`config.mk`:
```
export PLATFORM = sky130hd
export DESIGN_NAME = rr_arb_5_flat
export DESIGN_NICKNAME = d
export VERILOG_FILES = /design/src/rtl/rr_arb_5_pkg.sv /design/src/rtl/rr_arb_5_if.sv /design/src/rtl/rr_arb_5_pick.sv /design/src/rtl/rr_arb_5.sv /design/src/flat_wrapper.sv
export SDC_FILE = /design/constraint.sdc
export NUM_CORES = 1
export LEC_CHECK = 0
export CAP_MARGIN = 0
export CORE_ASPECT_RATIO = 1.2
export CORE_MARGIN = 8
export CORE_UTILIZATION = 57
export DETAILED_ROUTE_END_ITERATION = 6
export DONT_BUFFER_PORTS = 1
export HOLD_SLACK_MARGIN = 0.1
export PLACE_DENSITY = 0.72
export SYNTH_ARGS = -nofsm -noshare
export SYNTH_HDL_FRONTEND = slang
export SYNTH_SLANG_ARGS = --single-unit
```
`constraint.sdc`:
```
create_clock -name clk -period 7.69 [get_ports clk]
set_input_delay 0.769 -clock clk [delete_from_list [all_inputs] [get_ports clk]]
set_output_delay 0.769 -clock clk [all_outputs]
set_load 0.01 [all_outputs]
```
`src/rtl/rr_arb_5_pkg.sv`:
```
// Shared constants, state encoding and grant helper for the 5-channel
// round-robin arbiter that drives the 5:1 mux select lines.
package mux5_pkg;

  localparam int unsigned N_CH  = 5;
  localparam int unsigned SEL_W = 3;
  localparam logic [SEL_W-1:0] SEL_IDLE = 3'd5;

  typedef enum logic {
    IDLE,
    GRANT
  } arb_state_t;

  function automatic logic [N_CH-1:0] onehot_ch(input logic [SEL_W-1:0] idx);
    logic [N_CH-1:0] r;
    r = '0;
    for (int unsigned k = 0; k < N_CH; k++) begin
      if (idx == SEL_W'(k)) r[k] = 1'b1;
    end
    return r;
  endfunction

endpackage

```
`src/rtl/rr_arb_5_if.sv`:
```
// Requester/arbiter bundle: request side drives en/req/done, arbiter
// returns the mux select, one-hot grant and status flags.
interface rr_arb_5_if;
  import mux5_pkg::*;

  logic                 en;
  logic [N_CH-1:0]      req;
  logic                 done;
  logic [SEL_W-1:0]     sel;
  logic [N_CH-1:0]      gnt;
  logic                 busy;
  logic                 timeout;

  modport master (
    output en, req, done,
    input  sel, gnt, busy, timeout
  );

  modport slave (
    input  en, req, done,
    output sel, gnt, busy, timeout
  );

endinterface

```
`src/rtl/rr_arb_5_pick.sv`:
```
// Combinational round-robin search: first requester after ptr, wrapping
// modulo 5 so the unused codes 5..7 are never produced as a winner.
module rr_pick_5
  import mux5_pkg::*;
(
  input  logic [N_CH-1:0]  req_i,
  input  logic [SEL_W-1:0] ptr_i,
  output logic             found_o,
  output logic [SEL_W-1:0] idx_o
);

  logic [SEL_W-1:0] cand;

  always_comb begin
    found_o = 1'b0;
    idx_o   = SEL_IDLE;
    cand    = '0;
    for (int unsigned i = 1; i <= N_CH; i++) begin
      cand = SEL_W'((32'(ptr_i) + i) % N_CH);
      if (!found_o && req_i[cand]) begin
        found_o = 1'b1;
        idx_o   = cand;
      end
    end
  end

endmodule

```
`src/rtl/rr_arb_5.sv`:
```
// Round-robin arbiter owning the 5:1 mux select; holds a grant until done,
// request drop or hold timeout, parking sel on code 5 while idle.
module rr_arb_5
  import mux5_pkg::*;
#(
  parameter int unsigned MAX_HOLD = 16
) (
  input  logic       clk,
  input  logic       rst,
  rr_arb_5_if.slave  bus
);

  localparam int unsigned CNT_W = $clog2(MAX_HOLD) + 1;
  localparam logic [CNT_W-1:0] HOLD_LAST = CNT_W'(MAX_HOLD - 1);

  arb_state_t       state_q, state_d;
  logic [SEL_W-1:0] ptr_q, ptr_d;
  logic [CNT_W-1:0] hold_q, hold_d;
  logic [SEL_W-1:0] sel_q, sel_d;
  logic [N_CH-1:0]  gnt_q, gnt_d;
  logic             timeout_q, timeout_d;

  logic             pick_found;
  logic [SEL_W-1:0] pick_idx;
  logic             rel_user;
  logic             rel_to;

  rr_pick_5 u_pick (
    .req_i   (bus.req),
    .ptr_i   (ptr_q),
    .found_o (pick_found),
    .idx_o   (pick_idx)
  );

  // Requester-driven release (done or own request dropped) outranks timeout.
  assign rel_user = bus.done || ~|(bus.req & gnt_q);
  assign rel_to   = (hold_q == HOLD_LAST);

  always_comb begin
    state_d   = state_q;
    ptr_d     = ptr_q;
    hold_d    = hold_q;
    sel_d     = sel_q;
    gnt_d     = gnt_q;
    timeout_d = 1'b0;
    case (state_q)
      IDLE: begin
        if (bus.en && pick_found) begin
          state_d = GRANT;
          sel_d   = pick_idx;
          gnt_d   = onehot_ch(pick_idx);
          ptr_d   = pick_idx;
          hold_d  = '0;
        end
      end
      GRANT: begin
        if (rel_user || rel_to) begin
          state_d   = IDLE;
          sel_d     = SEL_IDLE;
          gnt_d     = '0;
          timeout_d = !rel_user;
        end else begin
          hold_d = hold_q + CNT_W'(1);
        end
      end
      default: begin
        state_d = IDLE;
        sel_d   = SEL_IDLE;
        gnt_d   = '0;
      end
    endcase
  end

  always_ff @(posedge clk or posedge rst) begin
    if (rst) begin
      state_q   <= IDLE;
      ptr_q     <= 3'd4;
      hold_q    <= '0;
      sel_q     <= SEL_IDLE;
      gnt_q     <= '0;
      timeout_q <= 1'b0;
    end else begin
      state_q   <= state_d;
      ptr_q     <= ptr_d;
      hold_q    <= hold_d;
      sel_q     <= sel_d;
      gnt_q     <= gnt_d;
      timeout_q <= timeout_d;
    end
  end

  assign bus.sel     = sel_q;
  assign bus.gnt     = gnt_q;
  assign bus.busy    = |gnt_q;
  assign bus.timeout = timeout_q;

endmodule

```
`src/flat_wrapper.sv`:
```
// flat-port wrapper written by rule: the top's interface ports become plain ports
module rr_arb_5_flat import mux5_pkg::*;
#(
  parameter int unsigned MAX_HOLD = 16
)
  (clk, rst, bus_en, bus_req, bus_done, bus_sel, bus_gnt, bus_busy, bus_timeout);
  rr_arb_5_if bus_i ();
  input  logic clk;
  input  logic rst;
  input wire logic [$bits(bus_i.en)-1:0] bus_en;
  input wire logic [$bits(bus_i.req)-1:0] bus_req;
  input wire logic [$bits(bus_i.done)-1:0] bus_done;
  output wire logic [$bits(bus_i.sel)-1:0] bus_sel;
  output wire logic [$bits(bus_i.gnt)-1:0] bus_gnt;
  output wire logic [$bits(bus_i.busy)-1:0] bus_busy;
  output wire logic [$bits(bus_i.timeout)-1:0] bus_timeout;
  assign bus_i.en = bus_en;
  assign bus_i.req = bus_req;
  assign bus_i.done = bus_done;
  assign bus_sel = bus_i.sel;
  assign bus_gnt = bus_i.gnt;
  assign bus_busy = bus_i.busy;
  assign bus_timeout = bus_i.timeout;
  rr_arb_5 #(.MAX_HOLD(MAX_HOLD)) u_core (.clk(clk), .rst(rst), .bus(bus_i));
endmodule
```
# Word level (Yosys, flattened, before mapping)
# Index checks and enable logic that the tools add are counted.
[word_totals]
wordCells = 90
out_inout_bits = 10
register_bits = 18
inputBits = 9
[classes]
eq_ne = 8
reduce_logical = 19
add_sub_neg = 6
order_cmp = 5
bitwise = 2
div_mod_pow = 5
muxes = 39
[ops]
columns = ["operator", "count"]
rows = [
  ["remainder unit 32 x 3 -> 32 bit (second input constant)", 5],
  ["2-to-1 mux 3 bit", 7],
  ["< comparator 3 x 4 -> 1 bit (second input constant)", 5],
  ["2-to-1 mux 5 bit", 4],
  ["one-hot mux 5 bit (2 select lines)", 2],
  ["2-to-1 mux 1 bit", 19],
  ["binary-select mux 1 bit (select 3 bit)", 5],
  ["OR reduction 5 bit", 2],
  ["adder 3 x 2 -> 4 bit (second input constant)", 2],
  ["adder 3 x 3 -> 4 bit (second input constant)", 2],
  ["== test 3 x 2 -> 1 bit (second input constant)", 2],
  ["zero test 1 bit", 6],
  ["one-hot mux 3 bit (2 select lines)", 1],
  ["AND reduction 2 bit", 3],
  ["adder 5 x 1 -> 5 bit (second input constant)", 1],
  ["AND 5 bit", 1],
  ["== test 5 x 4 -> 1 bit (second input constant)", 1],
  ["logical AND 1 bit", 5],
  ["adder 3 x 1 -> 4 bit (second input constant)", 1],
  ["inequality test 2 bit (second input constant)", 2],
  ["== test 3 x 1 -> 1 bit (second input constant)", 1],
  ["== test 3 bit (second input constant)", 1],
  ["zero test 3 bit", 1],
  ["logical OR 1 bit", 2],
  ["3 further kinds", 3],
]

# Longest topological paths before layout
[depth]
ltp_word = 21
mapped_depth = 21
ltp_nobuf = 18

# Cells and area by module
# Synthesis repeated with hierarchy kept, for this count alone.
[hier_totals]
hier_cells = 327
hier_area_um2 = 2760.1
[by_module_without_submodules]
columns = ["module", "area_per_inst_um2", "n_inst", "cells_per_inst", "seq_area_each_um2"]
rows = [
  ["rr_pick_5", 1905.6, 1, 240, 0.0],
  ["rr_arb_5", 854.6, 1, 87, 454.2],
]

# Least setup slack after synthesis
# OpenSTA, ideal clock, no wires.
[synth_timing]
kind = "reg-to-reg"
from = "register u_core.ptr_q[0]"
to = "register u_core.hold_q[0]"
setup_time_ns = 0.134
path_stages_with_launch = 22
period_less_slack_ns = 4.784
n_path_buf = 3
arrival_ns = 4.650
setup_slack_ns = 2.906
t_required_ns = 7.556
cell_sequence = "dfrtp_1 buf_2 clkinv_1 clkbuf_1 ha_1 xnor2_1 inv_1 ha_1 or3b_2 o22ai_1 or2_2 ha_1 nor2b_1 o31a_2 mux2i_1 a22oi_1 o211a_1 and2_1 a21oi_1 buf_4 nand3b_1 o21ai_0"
[synth_between]
elab_chain_cells = 20
word_cells_on_any_way = 36
classes_between = "add/sub: 5; div: 5; eq/ne: 1; mux: 15; reduce/logical: 10"
[synth_rtl]
columns = ["item", "line_no", "text"]
rows = [
  ["start: declaration", "rr_arb_5.sv:17", "logic [SEL_W-1:0] ptr_q, ptr_d;"],
  ["start signal: assignment", "rr_arb_5.sv:84", "ptr_q <= ptr_d;"],
  ["adder 3 x 1 -> 4 bit", "rr_arb_5_pick.sv:19", "cand = SEL_W'((32'(ptr_i) + i) % N_CH);"],
  ["remainder unit 32 x 3 -> 32 bit", "rr_arb_5_pick.sv:19", ""],
  ["binary-select mux 1 bit (select 3 bit)", "rr_arb_5_pick.sv:20", "if (!found_o && req_i[cand]) begin"],
  ["2-to-1 mux 1 bit (not written as such)", "rr_arb_5_pick.sv:20", ""],
  ["2-to-1 mux 1 bit", "rr_arb_5_pick.sv:20", ""],
  ["zero test 1 bit", "rr_arb_5_pick.sv:20", ""],
  ["logical AND 1 bit", "rr_arb_5_pick.sv:20", ""],
  ["2-to-1 mux 1 bit", "rr_arb_5_pick.sv:20", ""],
  ["[4 not listed]", "-", ""],
  ["logical AND 1 bit", "rr_arb_5_pick.sv:20", ""],
  ["2-to-1 mux 1 bit", "rr_arb_5_pick.sv:20", ""],
  ["zero test 1 bit", "rr_arb_5_pick.sv:20", ""],
  ["logical AND 1 bit", "rr_arb_5_pick.sv:20", ""],
  ["2-to-1 mux 1 bit *", "rr_arb_5_pick.sv:20", ""],
  ["logical AND 1 bit *", "rr_arb_5.sv:48", "if (bus.en && pick_found) begin"],
  ["inequality test 2 x 1 -> 1 bit (no source line) *", "-", ""],
  ["AND reduction 2 bit (no source line) *", "-", ""],
  ["end signal: assignment", "rr_arb_5.sv:85", "hold_q <= hold_d;"],
  ["end: declaration", "rr_arb_5.sv:18", "logic [CNT_W-1:0] hold_q, hold_d;"],
]
# Mark *: on every way between the ends. The rest lies on a longest branch, timed or not. The select of a mux whose other input is x is not followed.
# A chain may end at the register's enable or synchronous reset.

# Worst setup path after layout
[layout_timing]
from = "register u_core.ptr_q[0]"
to = "register u_core.gnt_q[3] (netlist: u_core.bus.gnt[3])"
[layout_between]
elab_chain_cells = 21
word_cells_on_any_way = 45
classes_between = "add/sub: 5; div: 5; eq/ne: 2; mux: 23; reduce/logical: 10"
[layout_rtl]
columns = ["item", "line_no", "text"]
rows = [
  ["adder 3 x 1 -> 4 bit", "rr_arb_5_pick.sv:19", ""],
  ["remainder unit 32 x 3 -> 32 bit", "rr_arb_5_pick.sv:19", ""],
  ["binary-select mux 1 bit (select 3 bit)", "rr_arb_5_pick.sv:20", ""],
  ["2-to-1 mux 1 bit (not written as such)", "rr_arb_5_pick.sv:20", ""],
  ["2-to-1 mux 1 bit", "rr_arb_5_pick.sv:20", ""],
  ["zero test 1 bit", "rr_arb_5_pick.sv:20", ""],
  ["logical AND 1 bit", "rr_arb_5_pick.sv:20", ""],
  ["2-to-1 mux 1 bit", "rr_arb_5_pick.sv:20", ""],
  ["[5 not listed]", "-", ""],
  ["2-to-1 mux 1 bit", "rr_arb_5_pick.sv:20", ""],
  ["zero test 1 bit", "rr_arb_5_pick.sv:20", ""],
  ["logical AND 1 bit", "rr_arb_5_pick.sv:20", ""],
  ["2-to-1 mux 3 bit", "rr_arb_5_pick.sv:20", ""],
  ["== test 3 x 2 -> 1 bit", "rr_arb_5_pkg.sv:18", "if (idx == SEL_W'(k)) r[k] = 1'b1;"],
  ["2-to-1 mux 1 bit", "rr_arb_5_pkg.sv:18", ""],
  ["2-to-1 mux 5 bit", "rr_arb_5.sv:48", ""],
  ["one-hot mux 5 bit (2 select lines)", "rr_arb_5.sv:46", "case (state_q)"],
  ["end signal: assignment", "rr_arb_5.sv:87", "gnt_q <= gnt_d;"],
  ["end: declaration", "rr_arb_5.sv:20", "logic [N_CH-1:0] gnt_q, gnt_d;"],
]
# Parallel ways exist; a longest one is shown, timed or not. The select of a mux whose other input is x is not followed.

==> out/summary.txt <==
clk root buf = clkbuf_8
Top Ports = 19
Post-synth EDFFs = 0
RD Place Congestion = 0.9010
MaxCap Viol Count = 0
Ant. Diodes = 0
CP startpoint kind = flip-flop
CTS tree = built
Worst R2R Start = u_core.ptr_q[0]
post-synthesis average cell area = 7.764 sq um
area of the multi-input gates = 2039 sq um
area leader, netlist = dfrtp_1
Syn Nets = 383
Vert. Die Dim = 91.20 microns
DP Wirelength = 5113 microns
FFs w/ async S/R, synth = 1.000
global route overflow = 0
#FFs+latches synth = 18
worst reg-to-reg setup slack = 1190 ps
setup TNS = 0 ps
Final Slew Violations = 0
Filler Cell Count = 425
Nets = 369
DR WL/cell = 17.17 microns
Hold Path Class = in -> async
post-CTS setup buffer count = 0
cts hold-fix bufs = 0
IO buf count = 0
Slew headroom = 0.2597
drt first pass iters = 5
cts bufs inserted = 3
CP Max Fanout = 39
synthesized area = 2686 sq um
die width = 78.67 microns
Setup Viol. Count Final = 0
vias in the first global route = 2,386
Crit path required time = 7860 ps
crit path time final = 6500 ps
synth unique cells = 74
die area = 7175 sq um
Yosys warning count = 0
Fmax achieved = 153.8 MHz
worst reg-to-reg path cell count = 19
Hold Fails Final Rpt = 0
Initial Util = 0.5890
outcome = complete, no violations
GRT Total Usage = 0.1869
drt first-iter violations = 173
Main synth FF type = dfrtp_1
antenna-violating nets left = 0
Residual DRC = 0
fin crit share = 0.8452
clock-pin slew on the worst setup and hold paths = 60 ps
Setup Crit Path Kind = reg -> reg
largest net degree at the start of global routing = 40
Core ar. = 4561 sq um
Worst Tran Pin Value = 1108 ps
post-place instance area = 2679 sq um
final WL = 6678 microns
CTS Buffer Depth = 2
Worst setup EP type = flip-flop
Critical Path AT = 6670 ps
Vias = 2,595
register area share after synthesis = 0.1691
share of layout cells above drive strength 1 = 0.07251
RSZ-0062 raised after global routing = false
Reg2Reg Capture Point = u_core.bus.gnt[3]
CTS sink cnt = 18
Vias/cell = 6.671
post-synth top area share = 0.1397
synth top area cells = dfrtp_1 14%, ha_1 13%, mux2i_1 5.2%
first-pass GRT wire length = 11,370 microns
depth of the CTS H-tree = 1
initial antenna violation count = 0
Post-Syn Instances = 346
sequential cell area = 454.2 sq um
Clk Latency, worst-skew pair = 250 ps
# rows = 27
area grow syn2layout = 1.397%
Resize count post-CTS = 0
Setup Skew = 0.4345 ps
Design Area, Final = 2724 sq um
[final cells by class]
type                            instances  share of cell area
Sequential cell                        18              0.1667
Multi-Input combinational cell        280              0.7487
Clock buffer                            4             0.01654
Tap cell                               58             0.02664
Inverter                               28             0.03859
Timing Repair Buffer                    1            0.002756
[critical path, stage by stage, from the launching register on]
cell      delay, ps
dfrtp_1         320
buf_4           340
clkinv_1        630
ha_1            600
xnor2_1         340
inv_1           170
ha_1            270
or3b_2          440
o22ai_1         250
or2_2           210
ha_1            190
nor2b_1         140
o31a_2          220
mux2i_1         320
a22oi_1         150
o211a_1         260
and2_1          200
a21oi_1         760
o21ai_0         380
o21ai_1         210
[metrics by stage]
step,utilization,cells,hold slack [ps],setup WS (ps)
finish,0.5973,389,497.9,1190
global route,0.5973,389,554.7,543.8
CTS,0.5973,389,501.6,1264
detailed placement,0.5874,385,522.5,1289
global placement,0.5874,385,522.2,1454
floorplan,-,346,487.7,2906
[cell usage in the layout (no fill, tap or decap), drive strengths merged, types with 3 or more instances in the layout]
cell,synthesis,final
ha,28,28
o211ai,7,7
xor2,3,3
xnor2,7,7
nand2b,7,7
or3,3,3
mux2i,14,14
a22o,3,3
a32oi,3,3
dfrtp,15,15
nand3b,3,3
nor2b,7,7
a211oi,7,7
o21ai,18,18
dfstp,3,3
nor3b,4,4
nor2,16,16
a31oi,3,3
o211a,4,4
o22ai,6,6
clkbuf,14,4
a22oi,4,4
or2,3,3
a2111oi,3,3
nor3,7,7
nand3,7,7
and2,6,6
and3,7,7
nand2,36,36
inv,27,27
a21oi,18,18
[cell usage after synthesis (4+ instances only)]
cell type	number
a211oi_1	6
a21oi_1	17
a22oi_1	4
and2_1	5
and3_1	7
buf_2	4
clkbuf_1	14
dfrtp_1	15
ha_1	28
inv_1	25
mux2i_1	14
nand2_1	36
nand2b_1	7
nand3_1	7
nor2_1	15
nor2b_1	7
nor3_1	7
nor3b_1	4
o211a_1	4
o211ai_1	7
o21ai_0	14
o21ai_1	4
o22ai_1	6
xnor2_1	7
[layer usage]
| layer | share of wire | wire length (microns) | GRT usage | up-vias |
|---|---|---|---|---|
| li1 | - | - | - | 1254 |
| met1 | 0.43 | 2847 | 0.2220 | 1227 |
| met2 | 0.48 | 3216 | 0.3239 | 96 |
| met3 | 0.063 | 422 | 0.03156 | 18 |
| met4 | 0.029 | 192 | 0.07121 | 0 |
| met5 | 0 | 0 | 0 | - |
[cell families after synthesis]
family          share of synthesized area
xor+xnor                          0.03540
compound gates                     0.3028
simple gates                       0.2301
flops                              0.1691
mux                               0.06055
buf+inv                           0.07173
fa+ha+maj                          0.1304
[worst max-delay path by stage]
stage,cells after the start,end,startpoint
2_1_floorplan,21,u_core.hold_q[0],u_core.ptr_q[0]
6_report,19,u_core.bus.gnt[3],u_core.ptr_q[0]
3_3_place_gp,19,u_core.bus.gnt[2],u_core.ptr_q[0]
3_5_place_dp,19,u_core.bus.gnt[3],u_core.ptr_q[0]
5_1_grt,19,u_core.bus.gnt[3],u_core.ptr_q[0]
4_1_cts,19,u_core.bus.gnt[3],u_core.ptr_q[0]
[state kept, by name, indices dropped and copies added (netlist names)]
signal and flops:
u_core.state_q 1, u_core.hold_q 5, u_core.bus.gnt 5, u_core.bus.sel 3, u_core.ptr_q 3, u_core.bus.timeout 1
Power is not shown: default switching activity piles up to over one toggle a cycle in this logic, so the estimate is an artifact.
